## config.mk

```make
export PLATFORM = sky130hd
export DESIGN_NAME = rf_write_arbiter_flat
export DESIGN_NICKNAME = d
export VERILOG_FILES = /design/src/rtl/rf_write_arbiter_pkg.sv /design/src/rtl/rf_write_arbiter_if.sv /design/src/rtl/rf_wr_slot.sv /design/src/rtl/rf_write_arbiter.sv /design/src/flat_wrapper.sv
export SDC_FILE = /design/constraint.sdc
export NUM_CORES = 1
export LEC_CHECK = 0
export ABC_AREA = 1
export ABC_CLOCK_PERIOD_IN_PS = 3950
export CAP_MARGIN = 20
export CORE_ASPECT_RATIO = 0.8
export CORE_MARGIN = 2
export CORE_UTILIZATION = 53
export DETAILED_ROUTE_END_ITERATION = 10
export HOLD_SLACK_MARGIN = 0.03
export PLACE_DENSITY = 0.84
export SETUP_SLACK_MARGIN = 0.4
export SYNTH_ARGS = -nofsm -noshare
export SYNTH_HDL_FRONTEND = slang
export SYNTH_SLANG_ARGS = --single-unit
```

## constraint.sdc

```tcl
create_clock -name clk -period 3.95 [get_ports clk]
set_input_delay 0.79 -clock clk [delete_from_list [all_inputs] [get_ports clk]]
set_output_delay 0.79 -clock clk [all_outputs]
set_load 0.05 [all_outputs]
```

## src/rtl/rf_write_arbiter_pkg.sv

```systemverilog
// ---------------------------------------------------------------------------
// rf_arb_pkg
// Shared definitions for the register-file write-port arbiter:
//   RF_ADDR_W / RF_DATA_W : default register address / data widths
//   REQ_ALU / REQ_LOAD    : requester indices (ALU writeback, load return)
//   rr_ptr_e              : round-robin pointer (which requester wins a tie)
//   rf_slot_t             : one holding-slot entry {valid, wn, wd}
//   sat_inc16             : saturating 16-bit increment for statistics
// ---------------------------------------------------------------------------
package rf_arb_pkg;

  localparam int RF_ADDR_W = 5;
  localparam int RF_DATA_W = 32;

  localparam int REQ_ALU  = 0;
  localparam int REQ_LOAD = 1;
  localparam int NUM_REQ  = 2;

  typedef enum logic {
    PTR_ALU  = 1'b0,
    PTR_LOAD = 1'b1
  } rr_ptr_e;

  typedef struct packed {
    logic                 valid;
    logic [RF_ADDR_W-1:0] wn;
    logic [RF_DATA_W-1:0] wd;
  } rf_slot_t;

  function automatic logic [15:0] sat_inc16(input logic [15:0] v);
    return (v == 16'hFFFF) ? v : v + 16'd1;
  endfunction

endpackage

```

## src/rtl/rf_write_arbiter_if.sv

```systemverilog
// ---------------------------------------------------------------------------
// rf_write_arbiter_if
// One writeback requester channel (valid/ready handshake).
//   valid : requester presents a write
//   ready : arbiter slot can accept this cycle
//   wn    : destination register
//   wd    : write data
// Modports: master = requester side, slave = arbiter side.
// ---------------------------------------------------------------------------
interface rf_write_arbiter_if #(
  parameter int ADDR_W = 5,
  parameter int DATA_W = 32
);
  logic              valid;
  logic              ready;
  logic [ADDR_W-1:0] wn;
  logic [DATA_W-1:0] wd;

  modport master (output valid, output wn, output wd, input ready);
  modport slave  (input valid, input wn, input wd, output ready);
endinterface

```

## src/rtl/rf_wr_slot.sv

```systemverilog
// ---------------------------------------------------------------------------
// rf_wr_slot
// One-entry holding register in front of the write-port arbiter.
//   clk, reset          : clock, synchronous active-high reset
//   in_valid/in_ready   : requester handshake
//   in_wn/in_wd         : incoming write address / data
//   pop                 : arbiter grants this slot this cycle
//   slot                : current slot contents {valid, wn, wd}
// A write to register 0 is accepted but never stored. A pop and a new
// accept on the same edge replace the entry without a bubble.
// ---------------------------------------------------------------------------
module rf_wr_slot
  import rf_arb_pkg::*;
#(
  parameter int ADDR_W = RF_ADDR_W,
  parameter int DATA_W = RF_DATA_W
) (
  input  logic              clk,
  input  logic              reset,
  input  logic              in_valid,
  input  logic [ADDR_W-1:0] in_wn,
  input  logic [DATA_W-1:0] in_wd,
  output logic              in_ready,
  input  logic              pop,
  output rf_slot_t          slot
);

  rf_slot_t slot_reg;
  rf_slot_t slot_next;
  logic     load;

  // Ready if empty, or if the current entry leaves this very cycle.
  assign in_ready = !reset && (!slot_reg.valid || pop);
  // Writes to r0 complete the handshake but are dropped here.
  assign load     = in_valid && in_ready && (in_wn != '0);

  always_comb begin
    slot_next = slot_reg;
    if (pop) begin
      slot_next.valid = 1'b0;
    end
    if (load) begin
      slot_next.valid = 1'b1;
      slot_next.wn    = in_wn;
      slot_next.wd    = in_wd;
    end
  end

  always_ff @(posedge clk) begin
    if (reset) begin
      slot_reg <= '0;
    end else begin
      slot_reg <= slot_next;
    end
  end

  assign slot = slot_reg;

endmodule

```

## src/rtl/rf_write_arbiter.sv

```systemverilog
// ---------------------------------------------------------------------------
// rf_write_arbiter
// Shares the register file's single write port between the ALU writeback
// (req0) and the load return (req1). Each requester owns a one-entry slot;
// one occupied slot is granted per cycle into a registered write port.
//   clk, reset        : clock, synchronous active-high reset
//   req0, req1        : requester channels (rf_write_arbiter_if.slave)
//   RegWrite, WN, WD  : registered register-file write port
//   RN1, RN2          : read-port addresses from decode
//   hazard1, hazard2  : RN1/RN2 has a write still in flight
// Optional (macro RF_ARB_STATS_EN): grant0_cnt, grant1_cnt, conflict_cnt,
// 16-bit saturating counters cleared by reset.
// Parameter FIXED_PRIO: 0 = round-robin on conflict, 1 = req0 always wins.
// Slot storage uses rf_slot_t, so ADDR_W/DATA_W must equal the package widths.
// ---------------------------------------------------------------------------
module rf_write_arbiter
  import rf_arb_pkg::*;
#(
  parameter int ADDR_W     = RF_ADDR_W,
  parameter int DATA_W     = RF_DATA_W,
  parameter int FIXED_PRIO = 0
) (
  input  logic              clk,
  input  logic              reset,
  rf_write_arbiter_if.slave req0,
  rf_write_arbiter_if.slave req1,
  output logic              RegWrite,
  output logic [ADDR_W-1:0] WN,
  output logic [DATA_W-1:0] WD,
  input  logic [ADDR_W-1:0] RN1,
  input  logic [ADDR_W-1:0] RN2,
  output logic              hazard1,
  output logic              hazard2
`ifdef RF_ARB_STATS_EN
  ,
  output logic [15:0]       grant0_cnt,
  output logic [15:0]       grant1_cnt,
  output logic [15:0]       conflict_cnt
`endif
);

  // Flatten the two channels so the slots can be generated uniformly.
  logic [NUM_REQ-1:0] req_valid;
  logic [NUM_REQ-1:0] req_ready;
  logic [ADDR_W-1:0]  req_wn [NUM_REQ];
  logic [DATA_W-1:0]  req_wd [NUM_REQ];

  assign req_valid[REQ_ALU]  = req0.valid;
  assign req_valid[REQ_LOAD] = req1.valid;
  assign req_wn[REQ_ALU]     = req0.wn;
  assign req_wn[REQ_LOAD]    = req1.wn;
  assign req_wd[REQ_ALU]     = req0.wd;
  assign req_wd[REQ_LOAD]    = req1.wd;
  assign req0.ready          = req_ready[REQ_ALU];
  assign req1.ready          = req_ready[REQ_LOAD];

  rf_slot_t           slot [NUM_REQ];
  logic [NUM_REQ-1:0] occ;
  logic [NUM_REQ-1:0] grant;
  logic [NUM_REQ-1:0] hit1;
  logic [NUM_REQ-1:0] hit2;

  generate
    for (genvar gi = 0; gi < NUM_REQ; gi++) begin : g_slot
      rf_wr_slot #(
        .ADDR_W (ADDR_W),
        .DATA_W (DATA_W)
      ) u_slot (
        .clk      (clk),
        .reset    (reset),
        .in_valid (req_valid[gi]),
        .in_wn    (req_wn[gi]),
        .in_wd    (req_wd[gi]),
        .in_ready (req_ready[gi]),
        .pop      (grant[gi]),
        .slot     (slot[gi])
      );

      assign occ[gi]  = slot[gi].valid;
      assign hit1[gi] = slot[gi].valid && (slot[gi].wn == RN1);
      assign hit2[gi] = slot[gi].valid && (slot[gi].wn == RN2);
    end
  endgenerate

  // -------------------------------------------------------------------------
  // Arbitration and round-robin pointer
  // -------------------------------------------------------------------------
  rr_ptr_e ptr_reg;
  rr_ptr_e ptr_next;

  always_comb begin
    grant = '0;
    if (occ[REQ_ALU] && occ[REQ_LOAD]) begin
      if ((FIXED_PRIO != 0) || (ptr_reg == PTR_ALU)) begin
        grant[REQ_ALU] = 1'b1;
      end else begin
        grant[REQ_LOAD] = 1'b1;
      end
    end else begin
      grant = occ;
    end
  end

  // The pointer hands the next tie to whoever did not just win; it only
  // moves on a grant so an idle cycle keeps the fairness state.
  always_comb begin
    ptr_next = ptr_reg;
    if (grant[REQ_ALU]) begin
      ptr_next = PTR_LOAD;
    end else if (grant[REQ_LOAD]) begin
      ptr_next = PTR_ALU;
    end
  end

  always_ff @(posedge clk) begin
    if (reset) begin
      ptr_reg <= PTR_ALU;
    end else begin
      ptr_reg <= ptr_next;
    end
  end

  // -------------------------------------------------------------------------
  // Registered write port
  // -------------------------------------------------------------------------
  logic              regwrite_reg, regwrite_next;
  logic [ADDR_W-1:0] wn_reg, wn_next;
  logic [DATA_W-1:0] wd_reg, wd_next;

  always_comb begin
    regwrite_next = |grant;
    wn_next       = wn_reg;   // address/data hold when idle
    wd_next       = wd_reg;
    if (grant[REQ_ALU]) begin
      wn_next = slot[REQ_ALU].wn;
      wd_next = slot[REQ_ALU].wd;
    end else if (grant[REQ_LOAD]) begin
      wn_next = slot[REQ_LOAD].wn;
      wd_next = slot[REQ_LOAD].wd;
    end
  end

  always_ff @(posedge clk) begin
    if (reset) begin
      regwrite_reg <= 1'b0;
      wn_reg       <= '0;
      wd_reg       <= '0;
    end else begin
      regwrite_reg <= regwrite_next;
      wn_reg       <= wn_next;
      wd_reg       <= wd_next;
    end
  end

  assign RegWrite = regwrite_reg;
  assign WN       = wn_reg;
  assign WD       = wd_reg;

  // -------------------------------------------------------------------------
  // Hazards: a write is in flight while it sits in a slot or in the output
  // register; r0 never hazards since its writes are discarded.
  // -------------------------------------------------------------------------
  assign hazard1 = (RN1 != '0) && ((|hit1) || (regwrite_reg && (wn_reg == RN1)));
  assign hazard2 = (RN2 != '0) && ((|hit2) || (regwrite_reg && (wn_reg == RN2)));

`ifdef RF_ARB_STATS_EN
  // -------------------------------------------------------------------------
  // Statistics
  // -------------------------------------------------------------------------
  logic [15:0] grant0_cnt_reg, grant1_cnt_reg, conflict_cnt_reg;

  always_ff @(posedge clk) begin
    if (reset) begin
      grant0_cnt_reg   <= '0;
      grant1_cnt_reg   <= '0;
      conflict_cnt_reg <= '0;
    end else begin
      if (grant[REQ_ALU]) begin
        grant0_cnt_reg <= sat_inc16(grant0_cnt_reg);
      end
      if (grant[REQ_LOAD]) begin
        grant1_cnt_reg <= sat_inc16(grant1_cnt_reg);
      end
      if (&occ) begin
        conflict_cnt_reg <= sat_inc16(conflict_cnt_reg);
      end
    end
  end

  assign grant0_cnt   = grant0_cnt_reg;
  assign grant1_cnt   = grant1_cnt_reg;
  assign conflict_cnt = conflict_cnt_reg;
`endif

endmodule

```

## src/flat_wrapper.sv

```systemverilog
// flat-port wrapper written by rule: the top's interface ports become plain ports
module rf_write_arbiter_flat import rf_arb_pkg::*;
#(
  parameter int ADDR_W     = RF_ADDR_W,
  parameter int DATA_W     = RF_DATA_W,
  parameter int FIXED_PRIO = 0
)
  (clk, reset, RegWrite, WN, WD, RN1, RN2, hazard1, hazard2, req0_valid, req0_wn, req0_wd, req0_ready, req1_valid, req1_wn, req1_wd, req1_ready);
  rf_write_arbiter_if #(.ADDR_W(ADDR_W), .DATA_W(DATA_W)) req0_i ();
  rf_write_arbiter_if #(.ADDR_W(ADDR_W), .DATA_W(DATA_W)) req1_i ();
  input  logic clk;
  input  logic reset;
  output logic RegWrite;
  output logic [ADDR_W-1:0] WN;
  output logic [DATA_W-1:0] WD;
  input  logic [ADDR_W-1:0] RN1;
  input  logic [ADDR_W-1:0] RN2;
  output logic hazard1;
  output logic hazard2;
  input wire logic [$bits(req0_i.valid)-1:0] req0_valid;
  input wire logic [$bits(req0_i.wn)-1:0] req0_wn;
  input wire logic [$bits(req0_i.wd)-1:0] req0_wd;
  output wire logic [$bits(req0_i.ready)-1:0] req0_ready;
  input wire logic [$bits(req1_i.valid)-1:0] req1_valid;
  input wire logic [$bits(req1_i.wn)-1:0] req1_wn;
  input wire logic [$bits(req1_i.wd)-1:0] req1_wd;
  output wire logic [$bits(req1_i.ready)-1:0] req1_ready;
  assign req0_i.valid = req0_valid;
  assign req0_i.wn = req0_wn;
  assign req0_i.wd = req0_wd;
  assign req0_ready = req0_i.ready;
  assign req1_i.valid = req1_valid;
  assign req1_i.wn = req1_wn;
  assign req1_i.wd = req1_wd;
  assign req1_ready = req1_i.ready;
  rf_write_arbiter #(.ADDR_W(ADDR_W), .DATA_W(DATA_W), .FIXED_PRIO(FIXED_PRIO)) u_core (.clk(clk), .reset(reset), .req0(req0_i), .req1(req1_i), .RegWrite(RegWrite), .WN(WN), .WD(WD), .RN1(RN1), .RN2(RN2), .hazard1(hazard1), .hazard2(hazard2));
endmodule
```

# Word-level counts from Yosys, hierarchy flattened
# Index checks and enable logic that the tools add are counted.
[op_classes]
n_eq_ne = 6
bitwise = 0
n_addsub = 0
magnitude_cmp = 0
n_shift = 0
muxes = 12
reduce_logical = 32
n_div = 0
n_mul = 0
[op_table]
columns = ["operator", "count"]
rows = [
  ["2-to-1 mux 38 bit", 2],
  ["2-to-1 mux 32 bit", 2],
  ["equality test 5 bit", 6],
  ["nonzero test 5 bit", 4],
  ["logical AND 1 bit", 15],
  ["2-to-1 mux 5 bit", 2],
  ["nonzero test 2 bit", 3],
  ["OR reduction 2 bit", 3],
  ["2-to-1 mux 1 bit", 5],
  ["logical OR 1 bit", 4],
  ["logical NOT 1 bit", 3],
  ["2-to-1 mux 2 bit", 1],
]
[word_totals]
latchBits = 0
in_bits = 88
memories = 0
ff_bits = 115
romBits = 0
ram_bits = 0

# Longest topological paths before layout
[logic_depth]
word_depth = 7
ltp_mapped = 8
depth_no_buf = 8

# Cells and area by module
# Synthesis repeated with hierarchy kept, for this count alone.
[hier_totals]
hier_cells = 777
area_unflattened_um2 = 5923.2
[by_module_without_submodules]
columns = ["module", "cells_per_inst", "seq_area_each_um2", "area_each_um2", "instances"]
rows = [
  ["rf_wr_slot", 210, 760.7, 1840.5, 2],
  ["rf_write_arbiter", 357, 780.7, 2242.2, 1],
]

# Worst setup path after synthesis
# OpenSTA, ideal clock, no wires.
[synth_timing]
kind = "input port to output port"
start = "in reset"
end = "out req0_ready"
cell_stages = 6
arrival_time_ns = 1.902
setup_slack_ns = 1.258
path_cell_list = "buf_2 -> inv_2 -> buf_4 -> clkbuf_1 -> nand2_1 -> inv_1"
[synth_between]
elab_chain_len = 2
[synth_rtl]
columns = ["element", "line", "text"]
rows = [
  ["start: declaration", "flat_wrapper.sv:12", "input logic reset;"],
  ["logical NOT 1 bit", "rf_wr_slot.sv:33", "assign in_ready = !reset && (!slot_reg.valid || pop);"],
  ["logical AND 1 bit", "rf_wr_slot.sv:33", ""],
  ["end: declaration", "flat_wrapper.sv:23", "output wire logic [$bits(req0_i.ready)-1:0] req0_ready;"],
]
# No other way between the ends.

# Worst setup path after layout
[layout_timing]
start = "in RN2[4]"
end = "out hazard2"
[layout_between]
elab_chain_len = 5
word_cells_on_any_way = 10
[layout_rtl]
columns = ["element", "line", "text"]
rows = [
  ["start: declaration", "flat_wrapper.sv:17", "input logic [ADDR_W-1:0] RN2;"],
  ["equality test 5 bit", "rf_write_arbiter.sv:81", "assign hit2[gi] = slot[gi].valid && (slot[gi].wn == RN2);"],
  ["logical AND 1 bit", "rf_write_arbiter.sv:81", ""],
  ["OR reduction 2 bit", "rf_write_arbiter.sv:164", "assign hazard2 = (RN2 != '0) && ((|hit2) || (regwrite_reg && (wn_reg == RN2)));"],
  ["logical OR 1 bit", "rf_write_arbiter.sv:164", ""],
  ["logical AND 1 bit (*)", "rf_write_arbiter.sv:164", ""],
  ["end: declaration", "flat_wrapper.sv:19", "output logic hazard2;"],
]
# Mark *: on every way between the ends. The rest lies on a longest branch, timed or not.

==> metrics <==
clock slew at reported path FFs 0.05 ns; Seq/Total Area, Yosys 45.3%; depth of the worst hold-timing path 2; Compound-Gate Fraction of Synth Area 13.4%; initial antenna violation count 0; endpoints failing setup 0; Crit Path Max Fanout 5; area leader, netlist dfxtp_1; reg2reg start u_core.g_slot[1].u_slot.slot[37]; Die Width 113 µm; DR vias/cell 5.76; cell family with most CP delay buffers and inverters; Reg-to-Reg End u_core.g_slot[1].u_slot.slot[21]; die area 10400 µm²; startpoint types input pin; final RePlAce weighted congestion 0.887; GRT overflow 0; crit-path cells clkdlybuf4s50_1 > inv_1 > nand2_1 > o21ai_0 > nor2_1 > nand3_1 > nand3_1 > nand2_1 > inv_1 > dlygate4sd2_1; GR Util All Layers 32.0%; EDFF count, synth 0; first-pass GRT wire length 26.2 mm; Slew HR 38.5%; Mean Syn Cell Area 7.22 µm²; drt first-iter violations 487; max frequency 0.297 GHz; multiplexer share of the synthesized area 0%; Seq cells post-synth 115; Final period util 85.1%; Pleak 3.00 nW; Buf/Inv on CP 4; Clock Tree Buf Depth 2; CP required 3.16 ns; RSZ-0062 raised after global routing no; library cells used by synthesis 26; flop-to-flop setup slack 1.47 ns; setup TNS 0 ns; DR DRC count 0; CP max-delay cell clkdlybuf4s50_1; vias in the first global route 5453; hold_sp u_core.g_slot[1].u_slot.slot[23]; largest net degree at the start of global routing 72; drt wl/cell 17.2 µm; Overall Power 0.00325 W; post-CTS setup buffer count 0; Main synth FF type dfxtp_1; Chip Height 91.6 µm; row cnt 31; Post-Synthesis Cell Area 5080 µm²; top-count cell post-synth nand2_1; TritonCTS clock tree built; post-synth top area share 45.3%; Synth async-reset ratio 0%; HPWL Detailed 10.1 mm; crit path capture type output port; Root Buffer clkbuf_16; Mapped Nets 792; R2R depth 7; Post-synth top cells nand2_1 (132), nor2_1 (127), dfxtp_1 (115); Largest register FFs 76; Tightest Pin Transition 0.919 ns; Routed WL 16.1 mm; CTS Sinks 115; layout cells sized above 1 7.03%; Period minus WS final 3.36 ns; Post-Place Cell Area 6330 µm²; simple-gate area share of the yosys netlist 33.3%; router iterations before antenna repair 6; Max Cap Violations 0; design area 6910 µm²; top cells by area, synth dfxtp_1 (45%), nand3_1 (11%), nand2_1 (9.8%); clk_lat worst skew 0.41 ns; max-slew violation count 0; initial core utilization 55.3%; VDD IR-drop max 0.000355 V; routed vias 5414; Final #Nets 901; Filler cells 683; Final Hold Fails 0; Port Buf Inserts 129; # IOs 130; post-synthesis xor/xnor area fraction 0%; pwr/cell area 470 nW/µm²; H-tree Lvls 4; Ant. Diodes 0; antenna viol nets, final 0; synthesis-to-layout area growth 36.1%; Core Area 9190 µm²; WHS 0.465 ns; Hold Crit Class reg -> reg; worst hold path endpoint u_core.g_slot[1].u_slot.slot[23]; TritonCTS buffer count 17; area share of fa/ha/maj cells after synthesis 0%; Gate Count Post-Synth 704; CP Class in -> out; largest family of logic cells by synthesized area simple AND/OR/NAND/NOR gates; outcome complete, no violations; Synth Warn # 0; Setup Skew 0.0139 ns; Worst EP arrival 2.57 ns; CP max stage delay 0.59 ns
[cell type report]
| cell class | instances | area, µm² | area share [%] |
|---|---|---|---|
| multi-input cells | 506 | 2380 | 34.4 |
| flip-flops and latches | 115 | 2300 | 33.3 |
| repair buffers | 136 | 1370 | 19.7 |
| clock buffers | 20 | 457 | 6.61 |
| well taps | 115 | 144 | 2.08 |
| inverters | 37 | 139 | 2.01 |
| clock inverters | 11 | 129 | 1.86 |
[how the worst max path moves through the flow]
| stage | start | endpoint | cells past startpoint |
|---|---|---|---|
| final | RN2[4] | hazard2 | 10 |
| after floorplan | reset | req0_ready | 6 |
| after CTS | RN1[2] | hazard1 | 10 |
| after global placement | RN2[2] | hazard2 | 10 |
| after global routing | RN2[4] | hazard2 | 10 |
| after detailed placement | RN2[2] | hazard2 | 10 |
[metal layers]
layer	global-route usage, %	part of all wire, %
met5	0	0
met4	12.1	1.5
met3	8.41	9.2
met2	51.4	47
met1	41.2	43
[stage by stage]
stage	utilization (%)	setup slack, ns	cells
floorplan	-	1.26	704
global placement	68.8	0.353	909
detailed placement	68.8	0.358	909
CTS	75.2	0.414	940
global route	75.2	0.414	940
finish	75.2	0.587	940
[timing repair]
item                       CTS  global route
setup endpoints to repair    1             1
resized for setup            1             1
hold buffers                 0             0
[worst reg2reg max path, delay by kind of cell (launching register included)]
kind / cells / cell delay (ns)
DFF: 1 / 0.53
and+or+nand+nor: 7 / 1.85
[cell families (layout without fill, tap and decap cells)]
family,count (synthesis),count (layout)
flip-flops,115,115
AND/OR/NAND/NOR,389,389
buffers and inverters,83,204
AO/OA/AOI/OAI,117,117
[power breakdown]
group | internal (W) | switching, W | total [W] | leakage (nW)
Combinational | 0.000188 | 0.000274 | 0.000463 | 1.77
Clock | 0.000961 | 0.000538 | 0.00150 | 0.283
Sequential | 0.00123 | 0.0000516 | 0.00129 | 0.944
[placed cells by master (no fill, tap or decap), types with 3 or more instances in the layout]
master           netlist  routed
nand2_1              132     132
nor2_1               127     127
clkdlybuf4s50_1        0     125
dfxtp_1              115     115
nand3_1              113     113
o21ai_0               39      39
a21oi_1               36      36
inv_1                 34      34
o31ai_1               32      32
clkbuf_16              0      17
buf_4                  6       7
o22ai_1                5       5
nor3_1                 4       4
nand3_2                3       3
inv_2                  3       3
nand2_2                3       3
clkinv_4               0       3
(Power assumes the default switching activity.)
